<file path="config.mk">
export PLATFORM = sky130hd
export DESIGN_NAME = dyuv_line_scheduler
export DESIGN_NICKNAME = d
export VERILOG_FILES = /design/src/rtl/dyuv_line_scheduler_pkg.sv /design/src/rtl/dyuv_line_counter.sv /design/src/rtl/dyuv_line_scheduler.sv
export SDC_FILE = /design/constraint.sdc
export NUM_CORES = 1
export LEC_CHECK = 0
export BUFFER_PORTS_ARGS = -buffer_cell sky130_fd_sc_hd__buf_4
export CAP_MARGIN = 20
export CORE_UTILIZATION = 50
export CTS_BUF_LIST = sky130_fd_sc_hd__clkbuf_2
export CTS_CLUSTER_DIAMETER = 80
export DETAILED_ROUTE_END_ITERATION = 7
export GPL_TIMING_DRIVEN = 0
export PLACE_DENSITY = 0.95
export SKIP_LAST_GASP = 1
export SYNTH_ARGS = -nofsm -noshare
export SYNTH_HDL_FRONTEND = slang
export SYNTH_SLANG_ARGS = --single-unit
</file>
<file path="constraint.sdc">
create_clock -name clk -period 5.8 [get_ports clk]
set_input_delay 0 -clock clk [delete_from_list [all_inputs] [get_ports clk]]
set_output_delay 0 -clock clk [all_outputs]
set_load 0.02 [all_outputs]
</file>
<file path="src/rtl/dyuv_line_scheduler_pkg.sv">
`default_nettype none
// ============================================================================
// Module   : dyuv_line_scheduler_pkg
// Brief    : Shared video types for the DYUV line scheduler and its counter.
// Revision : 1.0
// ============================================================================
package dyuv_line_scheduler_pkg;

    localparam int unsigned LINE_CNT_W = 9;

    typedef logic [LINE_CNT_W-1:0] line_cnt_t;

    localparam line_cnt_t WORDS_DEFAULT = 9'd384;

    typedef struct packed {
        logic [7:0] y;
        logic [7:0] u;
        logic [7:0] v;
    } yuv_s;

    typedef enum logic [1:0] {
        ST_IDLE = 2'd0,
        ST_LOAD = 2'd1,
        ST_RUN  = 2'd2
    } state_e;

    // A programmed length of zero falls back to the fixed default.
    function automatic line_cnt_t sel_line_len(input line_cnt_t wpl, input line_cnt_t dflt);
        return (wpl == '0) ? dflt : wpl;
    endfunction

endpackage
`default_nettype wire

</file>
<file path="src/rtl/dyuv_line_counter.sv">
`default_nettype none
// ============================================================================
// Module   : dyuv_line_counter
// Brief    : 9-bit line byte counter with load, saturating decrement, zero flag.
// Revision : 1.0
// ============================================================================
module dyuv_line_counter
    import dyuv_line_scheduler_pkg::*;
(
    input  logic      clk,
    input  logic      reset,
    input  logic      i_load,
    input  line_cnt_t i_load_val,
    input  logic      i_dec,
    output line_cnt_t o_count,
    output logic      o_zero
);

    line_cnt_t r_count;

    // Load wins over decrement so a new line always starts from a full count.
    always_ff @(posedge clk or posedge reset) begin
        if (reset) begin
            r_count <= '0;
        end else if (i_load) begin
            r_count <= i_load_val;
        end else if (i_dec && (r_count != '0)) begin
            r_count <= r_count - 1'b1;
        end
    end

    assign o_count = r_count;
    assign o_zero  = (r_count == '0);

endmodule
`default_nettype wire

</file>
<file path="src/rtl/dyuv_line_scheduler.sv">
`default_nettype none
// ============================================================================
// Module   : dyuv_line_scheduler
// Brief    : Arbitrates two DYUV planes onto one decoder, one line at a time.
// Revision : 1.0
// ============================================================================
module dyuv_line_scheduler
    import dyuv_line_scheduler_pkg::*;
#(
    parameter int unsigned WORDS_DEFAULT = dyuv_line_scheduler_pkg::WORDS_DEFAULT,
    parameter bit          FIRST_PRIO    = 1'b0
) (
    input  logic        clk,
    input  logic        reset,
    input  logic        line_start,
    input  logic        req_a,
    input  logic        req_b,
    input  logic [23:0] start_yuv_a,
    input  logic [23:0] start_yuv_b,
    input  logic [8:0]  words_per_line,
    input  logic [7:0]  src_a_pixel,
    input  logic [7:0]  src_b_pixel,
    input  logic        src_a_write,
    input  logic        src_b_write,
    output logic        src_a_strobe,
    output logic        src_b_strobe,
    output logic        dec_reset,
    output logic [23:0] dec_start_yuv,
    output logic [7:0]  dec_pixel,
    output logic        dec_write,
    input  logic        dec_strobe,
    output logic        grant_b,
    output logic        busy,
    output logic        overrun
);

    localparam line_cnt_t c_words_default = line_cnt_t'(WORDS_DEFAULT);

    state_e    r_state;
    state_e    w_next_state;
    logic      r_prio;
    logic      r_grant_b;
    yuv_s      r_start_yuv;
    logic      r_overrun;

    logic      w_req_any;
    logic      w_req_both;
    logic      w_new_grant_b;
    logic      w_load;
    logic      w_run;
    logic      w_gnt_write;
    logic      w_dec_write;
    logic      w_handshake;
    logic      w_final_hs;
    logic      w_overrun;
    logic      w_cnt_zero;
    line_cnt_t w_count;
    line_cnt_t w_load_val;
    logic      w_dec_reset;
    logic      w_busy;

    // ------------------------------------------------------------------
    // Arbitration
    // ------------------------------------------------------------------
    assign w_req_any  = req_a | req_b;
    assign w_req_both = req_a & req_b;
    assign w_load     = line_start & w_req_any;
    assign w_load_val = sel_line_len(words_per_line, c_words_default);

    always_comb begin
        w_new_grant_b = r_grant_b;
        if (w_req_both) begin
            w_new_grant_b = r_prio;
        end else if (req_b) begin
            w_new_grant_b = 1'b1;
        end else if (req_a) begin
            w_new_grant_b = 1'b0;
        end
    end

    // ------------------------------------------------------------------
    // Byte path and handshake
    // ------------------------------------------------------------------
    assign w_run       = (r_state == ST_RUN);
    assign w_gnt_write = r_grant_b ? src_b_write : src_a_write;
    // Once the count is exhausted the decoder sees no more bytes this line.
    assign w_dec_write = w_run & ~w_cnt_zero & w_gnt_write;
    assign w_handshake = w_dec_write & dec_strobe;
    assign w_final_hs  = w_handshake & (w_count == line_cnt_t'(1));
    assign w_overrun   = line_start & w_run & ~w_cnt_zero & ~w_final_hs;

    dyuv_line_counter u_line_counter (
        .clk        (clk),
        .reset      (reset),
        .i_load     (w_load),
        .i_load_val (w_load_val),
        .i_dec      (w_handshake),
        .o_count    (w_count),
        .o_zero     (w_cnt_zero)
    );

    // ------------------------------------------------------------------
    // FSM
    // ------------------------------------------------------------------
    always_ff @(posedge clk or posedge reset) begin
        if (reset) begin
            r_state <= ST_IDLE;
        end else begin
            r_state <= w_next_state;
        end
    end

    always_comb begin
        w_next_state = r_state;
        w_dec_reset  = 1'b0;
        w_busy       = 1'b0;
        case (r_state)
            ST_IDLE: begin
                w_next_state = ST_IDLE;
            end
            ST_LOAD: begin
                w_dec_reset  = 1'b1;
                w_busy       = 1'b1;
                w_next_state = ST_RUN;
            end
            ST_RUN: begin
                w_busy = 1'b1;
                if (w_cnt_zero) begin
                    w_next_state = ST_IDLE;
                end
            end
            default: begin
                w_next_state = ST_IDLE;
            end
        endcase
        if (line_start) begin
            w_next_state = w_req_any ? ST_LOAD : ST_IDLE;
        end
    end

    // ------------------------------------------------------------------
    // Line-start registers
    // ------------------------------------------------------------------
    always_ff @(posedge clk or posedge reset) begin
        if (reset) begin
            r_prio      <= FIRST_PRIO;
            r_grant_b   <= 1'b0;
            r_start_yuv <= '0;
            r_overrun   <= 1'b0;
        end else begin
            r_overrun <= w_overrun;
            if (w_load) begin
                r_grant_b   <= w_new_grant_b;
                r_start_yuv <= yuv_s'(w_new_grant_b ? start_yuv_b : start_yuv_a);
                if (w_req_both) begin
                    r_prio <= ~r_prio;
                end
            end
        end
    end

    // ------------------------------------------------------------------
    // Outputs
    // ------------------------------------------------------------------
    // The plane not feeding the decoder is drained so both fetchers stay
    // aligned to the display line; nothing is consumed while in reset.
    always_comb begin
        src_a_strobe = src_a_write;
        src_b_strobe = src_b_write;
        if (w_run) begin
            if (r_grant_b) begin
                src_b_strobe = w_handshake;
            end else begin
                src_a_strobe = w_handshake;
            end
        end
        if (reset) begin
            src_a_strobe = 1'b0;
            src_b_strobe = 1'b0;
        end
    end

    assign dec_pixel     = r_grant_b ? src_b_pixel : src_a_pixel;
    assign dec_write     = w_dec_write;
    assign dec_reset     = w_dec_reset;
    assign dec_start_yuv = r_start_yuv;
    assign grant_b       = r_grant_b;
    assign busy          = w_busy;
    assign overrun       = r_overrun;

endmodule
`default_nettype wire

</file>
==> flow_summary.toml <==
[yosys]
seq_area_frac_synth_pct = 43.85
synth.avg_cell_area_um2 = 9.811
synth_cells = 221
synth_edf_count = 0
ys_seq_elements = 38
ys.flop_type = "dfrtp_1"
synth_fp_nets = 307
synth_cell_types = 42
synth_warnings = 0
syn_area_um2 = 2168
async_flop_share_pct = 100.0

[sta]
finalSetupTns_ps = 0
hold_violations = 0
fin_crit_sh_pct = 48.39
slew_viol_final = 0
rsz0062_at_grt = "false"
finalCriticalPeriod_ps = 2806
fin_skew_ps = 49.77
tightest_slew_ps = 827.9
maxClockFrequency_mhz = 356.3
max_slew_margin_pct = 44.43
setup_viol = 0

[clocking]
cts-buffers-inserted = 5
clkLatencyLatePin_ps = 470
clk_path_buf_depth = 2
cts_sinks = 38
ctsHoldBuffers = 61
root_buffer = "clkbuf_2"
path_clk_slew_ps = 250
post-cts-setup-buffers = 0
h-tree-depth = 2
cts_tree = "yes"
cts_resized = 0

[power_and_ir_drop]
power_density_nw_per_um2 = 258.3
leakagePower_nw = 1.839
vdd_ir_drop_max_mv = 0.2099

[critical_path]
critical_path.max_fanout = 10
criticalPathCategory = "reg2reg"
cpMaxStageDelayCell = "o21ai_1"
cpPeakStageDelay_ps = 650
arrival_ps = 3150
cp-end-kind = "flip-flop"
path_cells = "nor2_1 > o21ai_1 > buf_2 > mux2i_1 > dlygate4sd3_1 > o21ai_0"
required_ps = 6150
start_kind = "flip-flop"

[run_status]
status = "finished clean"

[layout]
nNetsFinal = 494
area_delta_synth_final_pct = 75.19
final_common_cell = "buf_4"
final_cell_mix = "buf_4 (119), dlygate4sd3_1 (61), dfrtp_1 (38)"
fin_util_pct = 92.96
final.fill_count = 145
drive_above_1_share_pct = 35.78

[min_path]
worst_hold_path_type = "in2async"

[global_routing]
grt_use_total_pct = 50.28
grt_overflow = 0
grt_pass1_wl_um = 15980
grt_pass1_vias = 3050
antenna_found_initial = 1
grt_max_degree = 39

[drt]
vias = 2949
drt-pass1-iter-count = 7
ant_nets = 0
drt-total-wl_um = 10550
drc = 0
drt-vias-per-instance = 6.411
wl_per_cell_um = 22.94
first_iter_violations = 297

[place]
io_buffers = 119
dp_hpwl_um = 4948
globalplace.congestion = 0.8070

[floorplan]
core_area_um2 = 4086
rows = 23
die_w_um = 67.86
ioPinCount = 120
fp.dieH_um = 67.86
start_util_pct = 53.06
die-area_um2 = 4604

[flow_run]
max_cap_viol_count = 0
## registers in the layout (all words and copies together), names as in the netlist
name                    flops
dec_start_yuv              24
overrun                     1
r_prio                      1
r_state                     2
grant_b                     1
u_line_counter.o_count      9
## power breakdown
part	switching (mW)	leakage, nW	internal, mW
clock	0.106	0.0365	0.0692
combinational	0.227	1.34	0.221
sequential	0.0464	0.461	0.311
## cells in the mapped netlist, types with 3 or more instances
library cell	n	share of area, %
nor4_1	3	0.87
a31oi_1	5	1.4
o21ai_0	29	6.7
ha_1	5	2.9
a21oi_1	3	0.69
mux2_2	9	4.7
dfrtp_1	38	44
or3_1	3	0.87
nor2_1	10	1.7
nor3_1	3	0.69
inv_1	10	1.7
nand2_1	35	6.1
mux2i_1	25	12
or4_1	4	1.4
clkbuf_1	6	1.0
## worst paths after layout
kind | startpoint | end | slack, ps | cells past startpoint
max in group asynchronous | reset | u_line_counter.o_count[7] | 5000 | 3
min in group clk | dec_strobe | u_line_counter.o_count[2] | 260 | 4
hold reg to reg | r_prio | r_prio | 500 | 1
setup / recovery | grant_b | dec_start_yuv[11] | 2990 | 6
setup reg to reg | grant_b | dec_start_yuv[11] | 2990 | 6
hold / removal | reset | dec_start_yuv[11] | 240 | 3
## layout make-up
type | count | area, µm² | area share [%]
timing repair buffer | 180 | 1504 | 39.59
multi-input combinational | 163 | 1132 | 29.81
sequential | 38 | 950.9 | 25.03
tap | 50 | 62.56 | 1.647
buffer | 10 | 47.55 | 1.252
inverter | 10 | 37.54 | 0.9881
clock inverter | 2 | 33.78 | 0.8893
clock buffer | 5 | 25.02 | 0.6588
antenna | 2 | 5.005 | 0.1318
## critical path: cells and delay by family, from the launching register on
kind	cells	cell delay (ps)
mux	1	300
simple gates	1	90
compound gates	2	790
flops	1	490
buf+inv	2	1040
## cell families after synthesis
group	synth area share, %
xor+xnor	1.212
compound gates	16.22
buf+inv	3.924
mux	16.21
fa+ha+maj	2.885
simple gates	15.70
flops	43.85
## layer usage
metal | track usage (%) | vias to the layer above | wire, µm | share of wire (%)
met4 | 46.61 | 0 | 1117 | 11
met3 | 25.00 | 122 | 1154 | 11
met5 | 0 | - | 0 | 0
met2 | 80.69 | 307 | 5170 | 49
met1 | 46.05 | 1348 | 3109 | 29
li1 | - | 1172 | - | -
## metrics by stage
stage	total power [mW]	worst slack [ps]	instances	hold WS [ps]	instance area, µm²
floorplan	0.5448	3885	221	66.41	2168
global placement	0.6876	3766	390	197.4	3124
detailed placement	0.7007	3736	390	195.8	3124
CTS	0.9202	3306	458	200.1	3794
global route	1.015	2660	459	298.3	3796
finish	0.9811	2994	460	238.9	3799
Note: power is estimated with default switching activity, not from simulation.
